File: src/rtl/bcd_scan_counter.sv
// NDIG-digit BCD up/down event counter feeding a time-multiplexed 7-segment display scan.
// Optional feature macro: LEADING_ZERO_BLANK_EN (blank leading zero digits during the scan).
module bcd_scan_counter #(
    parameter int NDIG     = 4,
    parameter int SCAN_DIV = 50000
) (
    input  logic                    clk,
    input  logic                    rst,
    input  logic                    clr,
    input  logic                    load,
    input  logic [4*NDIG-1:0]       load_val,
    input  logic                    cnt_en,
    input  logic                    cnt_up,
    output logic [4*NDIG-1:0]       count,
    output logic                    wrap,
    output logic [3:0]              digit_bcd,
    output logic [NDIG-1:0]         digit_sel,
    output logic [$clog2(NDIG)-1:0] digit_idx
);

    localparam int IW = $clog2(NDIG);
    localparam int PW = (SCAN_DIV > 1) ? $clog2(SCAN_DIV) : 1;
    localparam logic [PW-1:0] PRE_LAST = PW'(SCAN_DIV - 1);
    localparam logic [IW-1:0] IDX_LAST = IW'(NDIG - 1);

    logic [4*NDIG-1:0] count_nxt;
    logic              wrap_nxt;
    logic [PW-1:0]     prescaler;
    logic [3:0]        cur_nibble;
    logic              blank;

    function automatic logic [4*NDIG-1:0] bcd_inc(input logic [4*NDIG-1:0] v);
        logic [4*NDIG-1:0] r;
        logic              carry;
        r     = v;
        carry = 1'b1;
        for (int i = 0; i < NDIG; i++) begin
            if (carry) begin
                if (v[4*i +: 4] >= 4'd9) begin
                    r[4*i +: 4] = 4'd0;
                end else begin
                    r[4*i +: 4] = v[4*i +: 4] + 4'd1;
                    carry       = 1'b0;
                end
            end
        end
        return r;
    endfunction

    function automatic logic [4*NDIG-1:0] bcd_dec(input logic [4*NDIG-1:0] v);
        logic [4*NDIG-1:0] r;
        logic              borrow;
        r      = v;
        borrow = 1'b1;
        for (int i = 0; i < NDIG; i++) begin
            if (borrow) begin
                if (v[4*i +: 4] == 4'd0) begin
                    r[4*i +: 4] = 4'd9;
                end else begin
                    r[4*i +: 4] = v[4*i +: 4] - 4'd1;
                    borrow      = 1'b0;
                end
            end
        end
        return r;
    endfunction

    function automatic logic all_digits(input logic [4*NDIG-1:0] v, input logic [3:0] d);
        logic r;
        r = 1'b1;
        for (int i = 0; i < NDIG; i++) begin
            if (v[4*i +: 4] != d) r = 1'b0;
        end
        return r;
    endfunction

    // Out-of-range load nibbles saturate to 9 so the count always stays valid BCD.
    function automatic logic [4*NDIG-1:0] clamp_bcd(input logic [4*NDIG-1:0] v);
        logic [4*NDIG-1:0] r;
        r = v;
        for (int i = 0; i < NDIG; i++) begin
            if (v[4*i +: 4] > 4'd9) r[4*i +: 4] = 4'd9;
        end
        return r;
    endfunction

    always_comb begin
        count_nxt = count;
        wrap_nxt  = 1'b0;
        if (clr) begin
            count_nxt = '0;
        end else if (load) begin
            count_nxt = clamp_bcd(load_val);
        end else if (cnt_en) begin
            if (cnt_up) begin
                count_nxt = bcd_inc(count);
                wrap_nxt  = all_digits(count, 4'd9);
            end else begin
                count_nxt = bcd_dec(count);
                wrap_nxt  = all_digits(count, 4'd0);
            end
        end
    end

    always_ff @(posedge clk or posedge rst) begin
        if (rst) begin
            count <= '0;
            wrap  <= 1'b0;
        end else begin
            count <= count_nxt;
            wrap  <= wrap_nxt;
        end
    end

    // Scan position is independent of clr/load; only the prescaler moves it.
    always_ff @(posedge clk or posedge rst) begin
        if (rst) begin
            prescaler <= '0;
            digit_idx <= '0;
        end else if (prescaler == PRE_LAST) begin
            prescaler <= '0;
            digit_idx <= (digit_idx == IDX_LAST) ? '0 : digit_idx + 1'b1;
        end else begin
            prescaler <= prescaler + 1'b1;
        end
    end

    always_comb begin
        cur_nibble = 4'd0;
        for (int i = 0; i < NDIG; i++) begin
            if (int'(digit_idx) == i) cur_nibble = count[4*i +: 4];
        end
    end

`ifdef LEADING_ZERO_BLANK_EN
    // Blank when this digit and every more significant digit is zero; digit 0 always shows.
    always_comb begin
        blank = (digit_idx != '0);
        for (int i = 0; i < NDIG; i++) begin
            if (i >= int'(digit_idx) && count[4*i +: 4] != 4'd0) blank = 1'b0;
        end
    end
`else
    assign blank = 1'b0;
`endif

    always_ff @(posedge clk or posedge rst) begin
        if (rst) begin
            digit_bcd <= 4'd0;
            digit_sel <= '1;
        end else begin
            digit_bcd <= cur_nibble;
            digit_sel <= blank ? '1 : ~(NDIG'(1) << digit_idx);
        end
    end

endmodule
File: config.mk
export PLATFORM = sky130hd
export DESIGN_NAME = bcd_scan_counter
export DESIGN_NICKNAME = d
export VERILOG_FILES = /design/src/rtl/bcd_scan_counter.sv
export SDC_FILE = /design/constraint.sdc
export NUM_CORES = 1
export LEC_CHECK = 0
export BUFFER_PORTS_ARGS = -buffer_cell sky130_fd_sc_hd__clkbuf_2
export CORE_MARGIN = 2
export CORE_UTILIZATION = 30
export DETAILED_ROUTE_END_ITERATION = 12
export GPL_TIMING_DRIVEN = 0
export PLACE_DENSITY = 0.58
export SYNTH_ARGS = -nofsm -noshare
export SYNTH_HDL_FRONTEND = slang
export SYNTH_SLANG_ARGS = --single-unit
File: constraint.sdc
create_clock -name clk -period 3.65 [get_ports clk]
set_clock_uncertainty 0.2 [all_clocks]
set_input_delay 0.5475 -clock clk [delete_from_list [all_inputs] [get_ports clk]]
set_output_delay 0.5475 -clock clk [all_outputs]
set_load 0.05 [all_outputs]
==> results.md, run 1 <==
- Final Net Count: 437
- Worst slew pin tran: just over 0.6 ns
- RSZ-0062 raised after global routing: false
- CTS H-tree depth: 2
- Post-route ant nets: 0
- Die H: about 100 um
- Core Util, Final: 36.5%
- Peak VDD IR: roughly 0.23 mV
- IO Port Bufs: 47
- Antenna violations before repair: 0
- Routability cong.: about 0.9
- Clock buffer depth: 2
- Starting density of the core: 31.1%
- Via count: ~2,800
- Hold_buf cts: 0
- # clock sinks: 43
- Combinational share of power: 29.2%
- Reg clk slew, reported paths: 0.10 ns
- Design area: about 3600 um2
- Diodes inserted: 0
- Top cells by count, synth: dfrtp_1, inv_1, nor2_1
- Post-synthesis mux area share: a little over 3%
- Max_slew headroom: between 50 and 60%
- Mapped Area: a little over 3000 um2
- Synth Net Count: 382
- Most common flop cell mapped by yosys: dfrtp_1
- Grt ovf: 0
- Setup violators final: 0
- Per-cell routed wire length: 15.3 um
- Slowest-stage cell, CP: dfrtp_1
- Crit path arrival time: between 2 and 3 ns
- Layout area overhead: 17.5%
- DRC Markers: 0
- Die Area: about 11,000 um2
- Fill count: around 1,100
- Largest family of logic cells by synthesized area: compound AO/OA/AOI/OAI gates
- Worst Hold Class: input pin to asynchronous set/reset pin
- Share of layout cells above drive strength 1: between 20% and 30%
- Switching part of the total: 36.0%
- CP Depth: 7
- # rows: 36
- Buffers & Inverters on Critical Path: 1
- Clock power share: 30.0%
- P_int: around 830 uW
- Syn avg cell area: about 8.9 um2
- CTS tree: built
- CTS-repair resized insts: 0
- Ports: 49
- Vias in the first global route: about 2,800
- Placed inst area: approximately 3500 um2
- Status: completed
- Setup TNS: 0 ns
- Worst-Skew Late Latency: between 0.3 and 0.4 ns
- Max Slew Vio Count: 0
- Final Hold Vio Count: 0
- CP Capture Type: flip-flop
- Cell leakage power: between 0.0015 and 0.002 uW
- Post-synth EDFFs: 0
- Pwr dens: between 300 and 400 nW/um2
- Total core area: between 9000 and 10,000 um2
- Post-CTS Repair Setup Buffers: 0
- First-pass GRT wire length: 13.9 mm
- R2r worst-path depth: 7
- Sequential element share of the synthesized area: ~35%
- Post-synthesis compound-gate area fraction: between 20% and 30%
- Final worst slack: 1.13 ns
- FFs w/ async S/R, synth: 100%
- Seq pwr share: ~41%
- CTS root buffer: clkbuf_8
- Worst setup path class: flip-flop to flip-flop
- Crit Path Max Fanout: 10
- CTS buffer count: 5
- Worst EP required: 3.66 ns
- Yosys warns: 0
- All-Layer GR Usage: between 10% and 20%
- Part of the cycle the worst path needs: between 60% and 70%
- Via density: between 5 and 6
- Crit path max-delay family: simple AND/OR/NAND/NOR gates
- Top-count cell post-synth: dfrtp_1
- 1st-pass router iterations: 4
- DR iter-0 viols: approximately 190
- Die width: between 100 and 150 um
- Post-synth top area cell: dfrtp_1
- CP Cell Sequence: inv_1, ha_1, or4b_4, nor3_4, a21oi_2, o21ai_4, mux2_4
- Max-cap violation count: 0
- Largest net degree at the start of global routing: 25
- XOR/XNOR Fraction of Synth Area: roughly 4.6%
- CP max stage delay: 0.53 ns
- Yosys reg bits: 43
- Final WL: roughly 8 mm
- Adder-Cell Fraction of Synth Area: roughly 7.4%
- Place WS: about 1.1 ns
- Synth Instances: 342
- Dpl hpwl: between 6 and 7 mm
- Net switching component of the power: roughly 470 uW
- CP Launch Type: flip-flop
- Tmin final: about 2.5 ns
- Area contributors post-synth: dfrtp_1, ha_1, inv_1
- Synth cell types: slightly below 70
- Post-Synth Simple-Gate Area: 21.1%
- F_max: approximately 0.4 GHz
- Top-area cell type share of the netlist area: a little under a third
[area by class of cell]
type	instances	area, um2	share of cell area [%]
sequential	43	1080	30.2
multi-input combinational	250	1770	49.4
buffer	16	76.3	2.13
clock inverter	3	43.8	1.22
tap	133	166	4.64
clock buffer	5	68.8	1.92
timing repair buffer	48	255	7.12
inverter	33	124	3.46
[logic make-up after synthesis]
| kind of cell | Yosys count |
|---|---|
| simple gates | 118 |
| xor+xnor | 16 |
| fa+ha+maj | 18 |
| mux | 8 |
| flops | 43 |
| compound gates | 90 |
| buf+inv | 49 |
[stage by stage]
step | cells | total power [uW] | hold slack [ns]
final | 531 | 1300 | 0.0188
after global routing | 531 | 1370 | 0.0648
after CTS | 531 | 1310 | 0.0333
after detailed placement | 523 | 915 | 0.276
after global placement | 522 | 908 | 0.263
after floorplan | 342 | 811 | 0.245
[registers in the layout, indices dropped and copies added (netlist names)]
signal     count
count         16
digit_bcd      4
digit_idx      2
digit_sel      4
prescaler     16
wrap           1
[layout by cell type (no fill, tap or decap), drive strengths merged, types with 3 or more instances in the layout]
cell type | Yosys | final
nand4 | 9 | 9
nor3 | 9 | 9
mux2 | 5 | 5
a31oi | 7 | 7
and3 | 4 | 4
o21ai | 21 | 21
ha | 18 | 18
clkbuf | 8 | 60
a21oi | 15 | 15
xnor2 | 11 | 11
dfstp | 4 | 4
and2 | 5 | 5
nor2 | 28 | 28
a311oi | 5 | 5
nand2 | 26 | 26
dfrtp | 39 | 39
inv | 33 | 33
buf | 8 | 9
nand2b | 6 | 6
mux2i | 3 | 3
nor2b | 5 | 5
o31ai | 7 | 7
xor2 | 5 | 5
nand3 | 9 | 9
o21bai | 4 | 4
[power groups by stage]
| stage | clock network, uW | logic [uW] | registers [uW] |
|---|---|---|---|
| global route | 421 | 416 | 534 |
| finish | 390 | 379 | 529 |
| detailed placement | 0 | 377 | 538 |
| global placement | 0 | 370 | 538 |
| floorplan | 0 | 211 | 601 |
| CTS | 404 | 379 | 529 |
[worst reg2reg max path, cell delays in order, from the launching register on]
cell	delay, ns
dfrtp_1	0.53
inv_1	0.11
ha_1	0.27
or4b_4	0.52
nor3_4	0.16
a21oi_2	0.08
o21ai_4	0.23
mux2_4	0.32
[per-layer routing]
layer / track usage [%] / up-vias / wire, um
met5: 0 / - / 0
met4: 4.86 / 0 / 111
met2: 25.3 / 91 / 3780
li1: - / 1351 / -
met3: 2.99 / 12 / 536
met1: 21.3 / 1318 / 3710
[worst paths after layout]
path / slack, ns / from / end
min: 0.02 / rst / digit_bcd[3]$_DFF_PP0_
max: 1.13 / count[0]$_DFFE_PP0P_ / count[11]$_DFFE_PP0P_
max reg2reg: 1.13 / count[0]$_DFFE_PP0P_ / count[11]$_DFFE_PP0P_
max in group asynchronous: 2.65 / rst / digit_sel[1]$_DFF_PP1_
min reg2reg: 0.28 / prescaler[10]$_DFF_PP0_ / prescaler[10]$_DFF_PP0_
min in group clk: 0.28 / prescaler[10]$_DFF_PP0_ / prescaler[10]$_DFF_PP0_
(Power assumes the default switching activity.)
==> run 2: changes to the inputs <==
- ABC_AREA: unset -> 1
- clock period: 3.65 -> 2.6 ns (I/O delays scaled with it)
==> results.md, run 2 <==
- Status: completed
- Yosys reg bits: 43 (unchanged)
- Area contributors post-synth: dfrtp_1, nand2_1, nand3_1
- Setup violators final: 0 (unchanged)
- P_int: 1080 uW (+30%)
- Worst r2r src: count[0]$_DFFE_PP0P_
- Largest regs: count x16, prescaler x16
- Die Area: 11,000 um2 (-0.31%)
- Reg clk slew, reported paths: 0.10 ns (about the same)
- RSZ-0062 raised after global routing: false
- CP Launch Type: flip-flop
- Top-count cell post-synth: nand2_1
- First-pass GRT wire length: 13.1 mm (-5.8%)
- DR iter-0 viols: 202 (+7.4%)
- CTS tree: built
- Syn avg cell area: 7.31 um2 (-18%)
- Final Hold Vio Count: 0 (unchanged)
- Cell mode on critical path: nand2_1
- Diodes inserted: 0 (unchanged)
- Slowest-stage cell, CP: dfrtp_1
- Crit path arrival time: 2.12 ns (-0.40 ns)
- Routed length on met3: 294 um (-45%)
- Via density: 4.77 (-8.6%)
- WHS Path Cells: 3
- Pwr dens: 516 nW/um2 (+43%)
- Total core area: 9820 um2 (unchanged)
- Net switching component of the power: 757 uW (+62%)
- Cell leakage power: 0.00184 uW (+16%)
- Worst slew pin tran: 0.470 ns (-0.142 ns)
- Most common cell after layout, fill and taps aside: nand2_1
- Worst-Skew Late Latency: 0.31 ns (about the same)
- M1 WL: 3.87 mm (+4.2%)
- Post-synth top area cell: dfrtp_1
- Max_slew headroom: 68.7% (+9.5 points)
- Dpl hpwl: 6.08 mm (-1.4%)
- Synth cell types: 35 (-49%)
- Max-cap violation count: 0 (unchanged)
- Post-synth EDFFs: 0 (unchanged)
- Most common flop cell mapped by yosys: dfrtp_1
- Fin Hold WS: 0.179 ns (+0.160 ns)
- Antenna violations before repair: 0 (unchanged)
- Clock power share: 25.7% (-4.3 points)
- Starting density of the core: 31.0% (-0.10 points)
- Crit Path Max Fanout: 7 (-3)
- CP Capture Type: flip-flop
- Routability cong.: 0.883 (-0.28%)
- # placed instances: 597 (+14%)
- Worst EP required: 2.61 ns (-1.05 ns)
- IO Port Bufs: 47 (unchanged)
- Metal2 WL: 3.60 mm (-4.8%)
- Layout area overhead: 17.2%
- Worst setup path class: flip-flop to flip-flop
- Part of the cycle the worst path needs: 81.2% (+12 points)
- # rows: 36 (unchanged)
- Clock buffer depth: 2 (unchanged)
- Via count: 2,891 (+4.3%)
- Most frequent cells in the layout: nand2_1, clkbuf_2, inv_1, nand3_1, dfrtp_1
- FFs w/ async S/R, synth: 100% (unchanged)
- Yosys warns: 0 (unchanged)
- Per-cell routed wire length: 12.9 um (-16%)
- Tmin final: 2.11 ns (-0.406 ns)
- All-Layer GR Usage: 14.6% (-1.1 points)
- Worst Hold Class: input pin to flip-flop
- Combinational share of power: 33.2% (+4.0 points)
- Final worst slack: 0.489 ns (-0.644 ns)
- Largest net degree at the start of global routing: 37 (+48%)
- # clock sinks: 43 (unchanged)
- CP max stage delay: 0.53 ns (about the same)
- Synth Net Count: 456 (+19%)
- CTS H-tree depth: 2 (unchanged)
- Max Slew Vio Count: 0 (unchanged)
- Synth Instances: 416 (+22%)
- Final Net Count: 512 (+17%)
- Uppermost layer routed: met4
- Vias in the first global route: 2,731 (-2.6%)
- Top cells by count, synth: nand2_1, inv_1, nand3_1
- CP Cell Sequence: inv_1, ha_1, nand3_1, nand2_1, nor2_1, nand2_1, nand2_2, nand2_2, nand2_1, nand2_1
- CTS buffer count: 5 (unchanged)
- Die H: 105 um (-0.16%)
- Setup TNS: 0 ns (unchanged)
- Post-route ant nets: 0 (unchanged)
- Switching part of the total: 41.2% (+5.2 points)
- Grt ovf: 0 (unchanged)
- DRC Markers: 0 (unchanged)
- R2r worst-path depth: 10 (+3)
- Ports: 49 (unchanged)
- F_max: 0.474 GHz (+19%)
- Mapped Area: 3040 um2 (-0.33%)
- Sequential element share of the synthesized area: 35.6% (+0.12 points)
- Share of layout cells above drive strength 1: 19.0% (-3.8 points)
- Seq pwr share: 41.2% (+0.4 points)
- Post-CTS Repair Setup Buffers: 0 (unchanged)
- Place WS: 0.527 ns (-0.606 ns)
- Die width: 105 um (-0.16%)
- Final WL: 7.85 mm (-3.6%)
- 1st-pass router iterations: 4 (unchanged)
- Fin cells: 606 (+14%)
- Fill count: 1,083 (+2.7%)
- CTS root buffer: clkbuf_8
- Top-area cell type share of the netlist area: 32.1% (+0.11 points)
- Hold path startpoint: cnt_en
- Worst setup startpoint: count[0]$_DFFE_PP0P_
- Peak VDD IR: 0.237 mV (+2.6%)
## run 2: cell count changes in the layout (fill, tap and decap cells not counted), moves of 8 or more
cell      change
inv_1        +19
nand2_1      +71
nand3_1      +38
xnor2_1       -8
o21ai_0      +14
o211ai_1     +12
## run 2: cells by family (layout without fill, tap and decap cells)
family                   count (synthesis)  after routing  share of synthesized area, %
buffers and inverters                   68            125                          9.34
adder cells (fa/ha/maj)                 18             18                          7.41
XOR/XNOR                                15             15                          4.32
AO/OA/AOI/OAI                           59             59                          11.6
flip-flops                              43             43                          35.6
AND/OR/NAND/NOR                        213            213                          31.8
## run 2: final cells by class
type,instances,area (um2),area share [%]
Buffer,11,65.1,1.83
Timing Repair Buffer,49,265,7.44
Tap cell,133,166,4.67
Inverter,57,219,6.14
Sequential cell,43,1080,30.3
Multi-Input combinational cell,305,1680,47.0
Clock inverter,3,23.8,0.667
Clock buffer,5,68.8,1.93
## run 2: repair_timing
action | CTS | global route
endpoints found under the hold margin | 7 | 0
gates resized for setup | 0 | 0
hold buffers | 1 | 0
## run 2: per-layer routing
metal	global-route usage [%]	vias to the layer above
met1	20.0	1351
met3	2.00	7
li1	-	1473
met4	3.71	0
met2	24.2	60
met5	0	-
## run 2: critical path: cells and delay by family, from the launching register on
| family | cells | cell delay (ns) |
|---|---|---|
| adders and majority gates | 1 | 0.26 |
| buffers and inverters | 1 | 0.15 |
| DFF | 1 | 0.53 |
| and+or+nand+nor | 8 | 0.87 |
## run 2: power by group through the flow
stage	Sequential (uW)	Clock (uW)	Combinational [uW]
6_report	757	472	610
5_1_grt	765	510	676
4_1_cts	757	484	610
3_5_place_dp	770	0	607
3_3_place_gp	770	0	598
2_1_floorplan	886	0	333
## run 2: metrics by stage
| step | area, um2 | total power (uW) | utilization (%) |
|---|---|---|---|
| finish | 3560 | 1840 | 36.3 |
| global placement | 3440 | 1370 | 35.1 |
| global route | 3560 | 1950 | 36.3 |
| floorplan | 3040 | 1220 | - |
| detailed placement | 3460 | 1380 | 35.3 |
| CTS | 3560 | 1850 | 36.3 |
## run 2: worst paths after layout
check / slack (ns) / to
worst min register to register: 0.26 / prescaler[0]$_DFF_PP0_
max in group asynchronous: 1.35 / digit_sel[3]$_DFF_PP1_
worst min-delay path: 0.18 / wrap$_DFF_PP0_
worst max-delay path: 0.49 / count[10]$_DFFE_PP0P_
min in group asynchronous: 0.32 / count[4]$_DFFE_PP0P_
worst max register to register: 0.49 / count[10]$_DFFE_PP0P_
==> run 3: changes to the inputs <==
- PLACE_DENSITY: 0.58 -> 0.59
- clock period: 2.6 -> 1.9 ns (I/O delays scaled with it)
==> results.md, run 3 (same netlist as run 2, synthesis figures left out) <==
- Cell leakage power: 0.00189 uW (+2.8%)
- Final Hold Vio Count: 0 (unchanged)
- CTS root buffer: clkbuf_8
- Crit Path Max Fanout: 5 (-2)
- Fin cells: 616 (+1.7%)
- DR iter-0 viols: 107 (-47%)
- Via count: 2,999 (+3.7%)
- Largest net degree at the start of global routing: 36 (-2.7%)
- Most frequent cells in the layout: nand2_1, clkbuf_2, nand3_1
- F_max: 0.557 GHz (+18%)
- # rows: 36 (unchanged)
- RSZ-0062 raised after global routing: false
- Peak VDD IR: 0.340 mV (+44%)
- Final Net Count: 522 (+2.0%)
- Worst setup path class: flip-flop to flip-flop
- All-Layer GR Usage: 14.7% (+0.075 points)
- Setup violators final: 0 (unchanged)
- Final WL: 7.99 mm (+1.9%)
- CTS tree: built
- Post-route ant nets: 0 (unchanged)
- Max Slew Vio Count: 0 (unchanged)
- Antenna violations before repair: 0 (unchanged)
- Most common cell after layout, fill and taps aside: nand2_1
- R2r setup slk: 0.11 ns (-0.38 ns)
- # placed instances: 597 (unchanged)
- Worst Hold Class: input pin to flip-flop
- Worst slew pin tran: 0.491 ns (+0.0214 ns)
- Max-cap violation count: 0 (unchanged)
- Uppermost layer routed: met4
- Share of layout cells above drive strength 1: 27.3% (+8.3 points)
- Reg area: 1090 um2 (+0.93%)
- Max_slew headroom: 67.2% (-1.4 points)
- Part of the cycle the worst path needs: 94.5% (+13 points)
- Pwr dens: 690 nW/um2 (+34%)
- Fill count: 1,084 (+0.092%)
- Slowest-stage cell, CP: dfrtp_2
- Die H: 105 um (unchanged)
- CP max stage delay: 0.46 ns (-0.07 ns)
- 1st-pass router iterations: 5 (+1)
- Setup TNS: 0 ns (unchanged)
- CP Launch Type: flip-flop
- Clock buffer depth: 2 (unchanged)
- Reg clk slew, reported paths: 0.10 ns (about the same)
- Dpl hpwl: 6.10 mm (+0.36%)
- Largest regs: count x16, prescaler x16
- CP Capture Type: flip-flop
- Diodes inserted: 0 (unchanged)
- Total core area: 9820 um2 (unchanged)
- Multi-input gate area: 1780 um2 (+6.3%)
- M1 WL: 3.61 mm (-6.6%)
- Vias in the first global route: 2,847 (+4.2%)
- Per-cell routed wire length: 13.0 um (+0.21%)
- Core Util, Final: 38.4% (+2.1 points)
- Grt ovf: 0 (unchanged)
- Worst EP required: 1.93 ns (-0.68 ns)
- First-pass GRT wire length: 13.3 mm (+1.6%)
- Via density: 4.87 (+2.1%)
- CTS H-tree depth: 2 (unchanged)
- Status: completed
- Routed length on met3: 351 um (+19%)
- Worst-Skew Late Latency: 0.30 ns (about the same)
- Crit path arrival time: 1.82 ns (-0.30 ns)
- Die Area: 11,000 um2 (unchanged)
- Starting density of the core: 31.0% (unchanged)
- Routability cong.: 0.913 (+3.4%)
- Layout area overhead: 23.9%
- CTS buffer count: 5 (unchanged)
- Tmin final: 1.79 ns (-0.316 ns)
- Ports: 49 (unchanged)
- CP Cell Sequence: inv_4, ha_2, nand2_2, o21ai_4, nor2_4, nand2_1, nand2_2, nand2_4, nand2_1, o21ai_2
- Metal2 WL: 3.90 mm (+8.4%)
- # clock sinks: 43 (unchanged)
- IO Port Bufs: 47 (unchanged)
- Die width: 105 um (unchanged)
- DRC Markers: 0 (unchanged)
## run 3: cell count changes in the layout (fill, tap and decap cells not counted), moves of 4 or more
cell,change
buf_4,+11
dfrtp_1,-8
dfrtp_2,+8
inv_1,-8
inv_2,+6
ha_1,-4
nand3_1,-4
## run 3: layout make-up
type,count,share of cell area (%)
multi-input cells,305,47.3
flip-flops and latches,43,29.0
repair buffers,59,9.04
inverters,57,6.05
well taps,133,4.42
clock buffers,5,1.83
plain buffers,11,1.79
clock inverters,3,0.631
## run 3: path summary, 6_finish.rpt
check | startpoint | endpoint | cells past startpoint
max in group asynchronous | rst | digit_sel[1]$_DFF_PP1_ | 4
max | count[4]$_DFFE_PP0P_ | count[12]$_DFFE_PP0P_ | 10
min in group asynchronous | rst | prescaler[8]$_DFF_PP0_ | 3
min | cnt_en | wrap$_DFF_PP0_ | 3
max reg2reg | count[4]$_DFFE_PP0P_ | count[12]$_DFFE_PP0P_ | 10
min reg2reg | prescaler[5]$_DFF_PP0_ | prescaler[5]$_DFF_PP0_ | 2
## run 3: layer usage
layer	vias to the layer above	track usage [%]
met5	-	0
met4	0	4.38
met3	12	2.31
met2	77	25.3
met1	1413	18.9
li1	1497	-
## run 3: per-stage QoR
step                instance area [um2]  power (uW)  setup WS (ns)  hold WS [ns]
detailed placement                 3470        1900        -0.0587      0.000912
global route                       3770        2760       0.000544        0.0611
finish                             3770        2600          0.105        0.0621
floorplan                          3050        1670        0.00731         0.202
CTS                                3590        2540         0.0199        0.0500
global placement                   3450        1880         -0.397         0.253
## run 3: worst max-delay path, delay by kind of cell (launching register included)
kind / cells / cell delay, ns
AO/OA/AOI/OAI: 2 / 0.30
flip-flops: 1 / 0.46
adder cells (fa/ha/maj): 1 / 0.21
AND/OR/NAND/NOR: 6 / 0.45
buffers and inverters: 1 / 0.09
## run 3: where the power goes
part / internal (uW) / leakage (uW) / switching (uW)
Sequential: 969 / 0.000542 / 68.9
Clock: 264 / 0.0000408 / 363
Combinational: 308 / 0.00131 / 626
## run 3: what timing repair did
action	in CTS	in global routing
hold buffers	1	0
setup endpoints to repair	8	23
pin swaps	0	4
hold endpoints to repair	39	0
resized for setup	4	31
setup buffers	1	9
